==> src/rtl/ship_life_pkg.sv <==
// Shared types and widths for the player ship life/sequencing controller.
// Imported by the controller, its interface and the bench.
package ship_life_pkg;

  localparam int FRAME_CNT_W = 8;
  localparam int LIVES_W     = 3;

  typedef enum logic [2:0] {
    IDLE      = 3'd0,
    ALIVE     = 3'd1,
    DYING     = 3'd2,
    RESPAWN   = 3'd3,
    GAME_OVER = 3'd4
  } ship_state_t;

endpackage

==> src/rtl/ship_life_ctl_if.sv <==
// Control bundle between the ship life controller and the drawing chain.
// master = controller side, slave = sprite/position/HUD side.
interface ship_life_ctl_if;
  import ship_life_pkg::*;

  logic               start_button;
  logic               ship_hit;
  logic               ship_active;
  logic               ship_visible;
  logic               ship_dead;
  logic               ship_reset;
  logic [LIVES_W-1:0] lives;
  logic               game_over;

  modport master (
    input  start_button,
    input  ship_hit,
    output ship_active,
    output ship_visible,
    output ship_dead,
    output ship_reset,
    output lives,
    output game_over
  );

  modport slave (
    output start_button,
    output ship_hit,
    input  ship_active,
    input  ship_visible,
    input  ship_dead,
    input  ship_reset,
    input  lives,
    input  game_over
  );

endinterface

==> src/rtl/frame_tick_gen.sv <==
// One-pclk frame tick from the rising edge of a registered vsync.
// Reusable by any frame-timed controller.
module frame_tick_gen (
  input  logic pclk,
  input  logic rst,
  input  logic vsync_in,
  output logic frame_tick
);

  logic vs_q;
  logic vs_p;

  always_ff @(posedge pclk) begin
    if (rst) begin
      vs_q <= 1'b0;
      vs_p <= 1'b0;
    end else begin
      vs_q <= vsync_in;
      vs_p <= vs_q;
    end
  end

  assign frame_tick = vs_q & ~vs_p;

endmodule

==> src/rtl/ship_life_ctl.sv <==
// Player ship sequencer: start, alive, dying, blinking respawn, game over.
// Outputs are registered from the state one pclk after it updates.
module ship_life_ctl #(
  parameter int LIVES         = 3,
  parameter int DEATH_FRAMES  = 60,
  parameter int INVULN_FRAMES = 120,
  parameter int BLINK_FRAMES  = 8
) (
  input  logic            pclk,
  input  logic            rst,
  input  logic            vsync_in,
  ship_life_ctl_if.master ctl
);
  import ship_life_pkg::*;

  localparam logic [LIVES_W-1:0] LIVES_INIT =
    LIVES_W'(LIVES);
  localparam logic [FRAME_CNT_W-1:0] DEATH_N =
    FRAME_CNT_W'(DEATH_FRAMES);
  localparam logic [FRAME_CNT_W-1:0] INVULN_N =
    FRAME_CNT_W'(INVULN_FRAMES);
  localparam logic [FRAME_CNT_W-1:0] BLINK_N =
    FRAME_CNT_W'(BLINK_FRAMES);

  ship_state_t            state;
  logic [FRAME_CNT_W-1:0] cnt;
  logic [FRAME_CNT_W-1:0] cnt_inc;
  logic [LIVES_W-1:0]     lives_q;
  logic                   blink;
  logic                   start_q;
  logic                   reset_pend;
  logic                   frame_tick;
  logic                   start_rise;
  logic                   blink_flip;

  frame_tick_gen u_tick (
    .pclk       (pclk),
    .rst        (rst),
    .vsync_in   (vsync_in),
    .frame_tick (frame_tick)
  );

  assign cnt_inc    = cnt + FRAME_CNT_W'(1);
  assign start_rise = ctl.start_button & ~start_q;
  // Skip the flip that would land on the exit frame so the
  // ship never blanks for a single cycle on its way to ALIVE.
  assign blink_flip = frame_tick
                    && ((cnt_inc % BLINK_N) == '0)
                    && (cnt_inc != INVULN_N);

  always_ff @(posedge pclk) begin
    if (rst) begin
      state            <= IDLE;
      cnt              <= '0;
      lives_q          <= LIVES_INIT;
      blink            <= 1'b1;
      start_q          <= 1'b0;
      reset_pend       <= 1'b0;
      ctl.ship_active  <= 1'b0;
      ctl.ship_visible <= 1'b1;
      ctl.ship_dead    <= 1'b0;
      ctl.ship_reset   <= 1'b0;
      ctl.lives        <= LIVES_INIT;
      ctl.game_over    <= 1'b0;
    end else begin
      start_q    <= ctl.start_button;
      reset_pend <= 1'b0;
      if (frame_tick) cnt <= cnt_inc;

      ctl.ship_active  <= (state == ALIVE)
                       || (state == RESPAWN);
      ctl.ship_visible <= (state == RESPAWN) ? blink
                       : (state != GAME_OVER);
      ctl.ship_dead    <= (state == DYING);
      ctl.game_over    <= (state == GAME_OVER);
      ctl.ship_reset   <= reset_pend;
      ctl.lives        <= lives_q;

      // Every transition clears cnt, dropping a same-cycle tick.
      unique case (state)
        IDLE: begin
          if (ctl.start_button) begin
            state      <= ALIVE;
            lives_q    <= LIVES_INIT;
            reset_pend <= 1'b1;
            cnt        <= '0;
          end
        end
        ALIVE: begin
          if (ctl.ship_hit) begin
            state   <= DYING;
            lives_q <= lives_q - LIVES_W'(1);
            cnt     <= '0;
          end
        end
        DYING: begin
          if (cnt == DEATH_N) begin
            cnt <= '0;
            if (lives_q == '0) begin
              state <= GAME_OVER;
            end else begin
              state      <= RESPAWN;
              reset_pend <= 1'b1;
              blink      <= 1'b1;
            end
          end
        end
        RESPAWN: begin
          if (cnt == INVULN_N) begin
            state <= ALIVE;
            blink <= 1'b1;
            cnt   <= '0;
          end else if (blink_flip) begin
            blink <= ~blink;
          end
        end
        GAME_OVER: begin
          if (start_rise) begin
            state      <= ALIVE;
            lives_q    <= LIVES_INIT;
            reset_pend <= 1'b1;
            cnt        <= '0;
          end
        end
        default: begin
          state <= IDLE;
          cnt   <= '0;
        end
      endcase
    end
  end

endmodule
==> src/flat_wrapper.sv <==
// flat-port wrapper written by rule: the top's interface ports become plain ports
module ship_life_ctl_flat import ship_life_pkg::*;
#(
  parameter int LIVES         = 3,
  parameter int DEATH_FRAMES  = 60,
  parameter int INVULN_FRAMES = 120,
  parameter int BLINK_FRAMES  = 8
)
  (pclk, rst, vsync_in, ctl_start_button, ctl_ship_hit, ctl_ship_active, ctl_ship_visible, ctl_ship_dead, ctl_ship_reset, ctl_lives, ctl_game_over);
  ship_life_ctl_if ctl_i ();
  input  logic pclk;
  input  logic rst;
  input  logic vsync_in;
  input wire logic [$bits(ctl_i.start_button)-1:0] ctl_start_button;
  input wire logic [$bits(ctl_i.ship_hit)-1:0] ctl_ship_hit;
  output wire logic [$bits(ctl_i.ship_active)-1:0] ctl_ship_active;
  output wire logic [$bits(ctl_i.ship_visible)-1:0] ctl_ship_visible;
  output wire logic [$bits(ctl_i.ship_dead)-1:0] ctl_ship_dead;
  output wire logic [$bits(ctl_i.ship_reset)-1:0] ctl_ship_reset;
  output wire logic [$bits(ctl_i.lives)-1:0] ctl_lives;
  output wire logic [$bits(ctl_i.game_over)-1:0] ctl_game_over;
  assign ctl_i.start_button = ctl_start_button;
  assign ctl_i.ship_hit = ctl_ship_hit;
  assign ctl_ship_active = ctl_i.ship_active;
  assign ctl_ship_visible = ctl_i.ship_visible;
  assign ctl_ship_dead = ctl_i.ship_dead;
  assign ctl_ship_reset = ctl_i.ship_reset;
  assign ctl_lives = ctl_i.lives;
  assign ctl_game_over = ctl_i.game_over;
  ship_life_ctl #(.LIVES(LIVES), .DEATH_FRAMES(DEATH_FRAMES), .INVULN_FRAMES(INVULN_FRAMES), .BLINK_FRAMES(BLINK_FRAMES)) u_core (.pclk(pclk), .rst(rst), .vsync_in(vsync_in), .ctl(ctl_i));
endmodule
==> config.mk <==
export PLATFORM = sky130hd
export DESIGN_NAME = ship_life_ctl_flat
export DESIGN_NICKNAME = d
export VERILOG_FILES = /design/src/rtl/ship_life_pkg.sv /design/src/rtl/ship_life_ctl_if.sv /design/src/rtl/frame_tick_gen.sv /design/src/rtl/ship_life_ctl.sv /design/src/flat_wrapper.sv
export SDC_FILE = /design/constraint.sdc
export NUM_CORES = 1
export LEC_CHECK = 0
export CAP_MARGIN = 10
export CELL_PAD_IN_SITES_DETAIL_PLACEMENT = 2
export CELL_PAD_IN_SITES_GLOBAL_PLACEMENT = 2
export CORE_MARGIN = 2
export CORE_UTILIZATION = 37
export CTS_BUF_LIST = sky130_fd_sc_hd__clkbuf_4 sky130_fd_sc_hd__clkbuf_8 sky130_fd_sc_hd__clkbuf_16
export DETAILED_ROUTE_END_ITERATION = 10
export HOLD_SLACK_MARGIN = 0.03
export PLACE_DENSITY = 0.82
export SLEW_MARGIN = 20
export SYNTH_ARGS = -nofsm -noshare
export SYNTH_HDL_FRONTEND = slang
export SYNTH_SLANG_ARGS = --single-unit
==> constraint.sdc <==
create_clock -name pclk -period 3.4 [get_ports pclk]
set_input_delay 0.34 -clock pclk [delete_from_list [all_inputs] [get_ports pclk]]
set_output_delay 0.34 -clock pclk [all_outputs]
set_load 0.005 [all_outputs]
==> flow_metrics.env <==
export IMPL_ant_nets=0
export IMPL_cts_num_sinks=27
export IMPL_synthToLayoutAreaGrowth_pct=14.8
export IMPL_grt_pass1_wl_um=5840
export IMPL_syn_area_sq_um=1370
export IMPL_die_h_um=64.9
export IMPL_ctsResizeCount=0
export IMPL_netlist_instances=150
export IMPL_p_switching_mw=0.163
export IMPL_crit_path_top_delay_cell="o41ai_1"
export IMPL_yosys_area_top_type="dfxtp_1"
export IMPL_tritoncts="done"
export IMPL_drc=0
export IMPL_ys_ff_latch=27
export IMPL_grtUsageMet1=0.240
export IMPL_nFillCells=397
export IMPL_async_flop_share=0
export IMPL_ys_types=48
export IMPL_avgRoutedWirePerCell_um=16.2
export IMPL_synthTopCellsByArea="dfxtp_1 39%, nor2_1 4.7%, ha_1 4.6%"
export IMPL_reg2reg_slack_ps=1510
export IMPL_clock_latency_ps=280
export IMPL_synth_most_common_cell="dfxtp_1"
export IMPL_yosysWarningCount=0
export IMPL_ys_flop_type="dfxtp_1"
export IMPL_crit_path_cell_trace="inv_1 > ha_1 > nand2b_1 > o41ai_1 > a21oi_2 > o21ai_4 > nor2_1"
export IMPL_synth_edf_count=0
export IMPL_drt_iter0_drc=36
export IMPL_postLayoutCellArea_sq_um=1570
export IMPL_slew_headroom=0.581
export IMPL_fin_tns_setup_ps=0
export IMPL_hp_start="u_core.reset_pend"
export IMPL_initial_core_util=0.380
export IMPL_crit_arrival_ps=2050
export IMPL_combPwrFrac=0.143
export IMPL_hp_class="reg2reg"
export IMPL_fin_skew_ps=4.57
export IMPL_placementRows=22
export IMPL_tightest_slew_ps=627
export IMPL_status="complete, no violations"
export IMPL_period_minus_slack_ps=1890
export IMPL_die_x_um=64.9
export IMPL_switching_share=0.262
export IMPL_num_antenna_cells=0
export IMPL_hpwl_um=2540
export IMPL_power_density_nw_per_um2=397
export IMPL_critPathKind="reg2reg"
export IMPL_synth_nets=160
export IMPL_numCtsBuffers=3
export IMPL_cts_hold_buf=0
export IMPL_grt_usage=0.183
export IMPL_io_pins=13
export IMPL_max_cap_violations=0
export IMPL_whs_ps=463
export IMPL_slew_violations=0
export IMPL_grt_busiest_layer="met2"
export IMPL_postCtsSetupBuffers=0
export IMPL_grt_max_degree=20
export IMPL_reg2reg_depth=7
export IMPL_use_met3=0.0313
export IMPL_yosysTopAreaCellShare=0.394
export IMPL_cpPeakStageDelay_ps=480
export IMPL_p_int_mw=0.461
export IMPL_r2r_end="u_core.cnt[7]"
export IMPL_hold_violations=0
export IMPL_p_leak_nw=0.618
export IMPL_hold_path_end="u_core.ctl.ship_reset"
export IMPL_r2r_start="u_core.cnt[0]"
export IMPL_die_area_sq_um=4210
export IMPL_dpl_cell_area_sq_um=1530
export IMPL_grt_pass1_vias=1160
export IMPL_fin_crit_sh=0.555
export IMPL_crit_path_end_kind="flop"
export IMPL_clockRootBuffer="clkbuf_8"
export IMPL_cts_buffer_depth=2
export IMPL_antenna_found_initial=0
export IMPL_seqPwrFrac=0.546
export IMPL_routed_via_density=5.21
export IMPL_overflow=0
export IMPL_ir_drop_mv=0.180
export IMPL_fp_coreArea_sq_um=3610
export IMPL_yosysSeqAreaShare=0.394
export IMPL_setup_viol=0
export IMPL_cp_required_ps=3560
export IMPL_htreeDepth=1
export IMPL_routed_wl_um=3400
export IMPL_clockPowerShare=0.310
export IMPL_rsz0062_at_grt="no"
export IMPL_nNetsFinal=173
export IMPL_synth_commonest_cells="27 x dfxtp_1, 17 x nor2_1, 10 x nor2b_1"
export IMPL_place_congestion=0.754
export IMPL_avgSynthCellArea_sq_um=9.14
export IMPL_dr_pass1_iters=4
export IMPL_clk_pin_slew_ps=90
export IMPL_globalRouteMet2Util=0.300
export IMPL_hold_path_depth=1
export IMPL_path_max_fanout=8
export IMPL_vias=1095
export IMPL_fmax_mhz=530
export IMPL_utilization=0.437
export IMPL_port_buffers=12
export IMPL_drive_gt1_frac=0.117
export IMPL_crit_path_start_kind="flop"
==> worst max-delay path by stage <==
stage	startpoint	end	slack [ps]	cells after the start
finish	u_core.cnt[0]	u_core.cnt[7]	1510	7
CTS	u_core.cnt[0]	u_core.blink	1550	6
global placement	rst	u_core.blink	1410	7
floorplan	u_core.cnt[0]	u_core.blink	1770	6
detailed placement	rst	u_core.blink	1350	7
global route	u_core.cnt[0]	u_core.cnt[7]	1350	7
==> cells by family after synthesis <==
| group | after synthesis | synth area share |
|---|---|---|
| compound gates | 24 | 0.143 |
| flops | 27 | 0.394 |
| buf+inv | 13 | 0.0465 |
| xor+xnor | 9 | 0.0575 |
| fa+ha+maj | 5 | 0.0456 |
| simple gates | 72 | 0.313 |
==> routing by layer <==
metal / routed length (um) / vias to the layer above
met3: 53 / 5
met5: 0 / -
li1: - / 542
met2: 1690 / 10
met1: 1600 / 538
met4: 48 / 0
==> sequential cells by signal, summed over array words and instances (netlist names) <==
| register | count |
|---|---|
| u_core.cnt | 8 |
| u_core.ctl.lives | 3 |
| u_core.lives_q | 3 |
| u_core.state | 3 |
| u_core.blink | 1 |
| u_core.ctl.game_over | 1 |
| u_core.ctl.ship_active | 1 |
| u_core.ctl.ship_dead | 1 |
| u_core.ctl.ship_reset | 1 |
| u_core.ctl.ship_visible | 1 |
| u_core.reset_pend | 1 |
| u_core.start_q | 1 |
| u_core.u_tick.vs_p | 1 |
| u_core.u_tick.vs_q | 1 |
==> layout make-up <==
cell class	count	area [sq um]	area share
tap	48	60.1	0.0382
sequential	27	541	0.343
multi-input combinational	110	767	0.487
clock buffer	4	48.8	0.0310
inverter	8	30.0	0.0191
timing repair buffer	13	128	0.0811
==> power groups by stage <==
stage | Combinational [mW] | Sequential (mW) | Clock [mW]
floorplan | 0.0609 | 0.345 | 0
global placement | 0.0849 | 0.347 | 0
detailed placement | 0.0910 | 0.349 | 0
CTS | 0.0921 | 0.342 | 0.197
global route | 0.101 | 0.344 | 0.208
finish | 0.0896 | 0.341 | 0.194
==> per-stage QoR <==
stage          setup WS (ps)  power, mW  cells
4_1_cts                 1550      0.631    210
5_1_grt                 1350      0.653    210
2_1_floorplan           1770      0.406    150
6_report                1510      0.625    210
3_5_place_dp            1350      0.440    206
3_3_place_gp            1410      0.432    206
==> worst max-delay path: cells and delay by family, from the launching register on <==
kind	cells	cell delay [ps]
adder cells (fa/ha/maj)	1	180
buffers and inverters	1	100
flip-flops	1	400
AO/OA/AOI/OAI	3	900
AND/OR/NAND/NOR	2	200
==> cells in the final DEF, fill, tap and decap left out, drive strengths merged, types with 2 or more instances in the layout <==
cell type	instances
clkbuf	4
o21ai	2
and4b	2
nor3b	2
a31oi	2
and2b	3
nor3	3
nor2b	10
o211ai	2
nand2b	4
clkdlybuf4s50	12
xnor2	6
dfxtp	27
ha	5
xor2	3
nor2	18
and3	3
or2	4
nand4	2
nand2	9
a21oi	6
nand3	6
inv	8
Power figures use the tool's default switching activity.
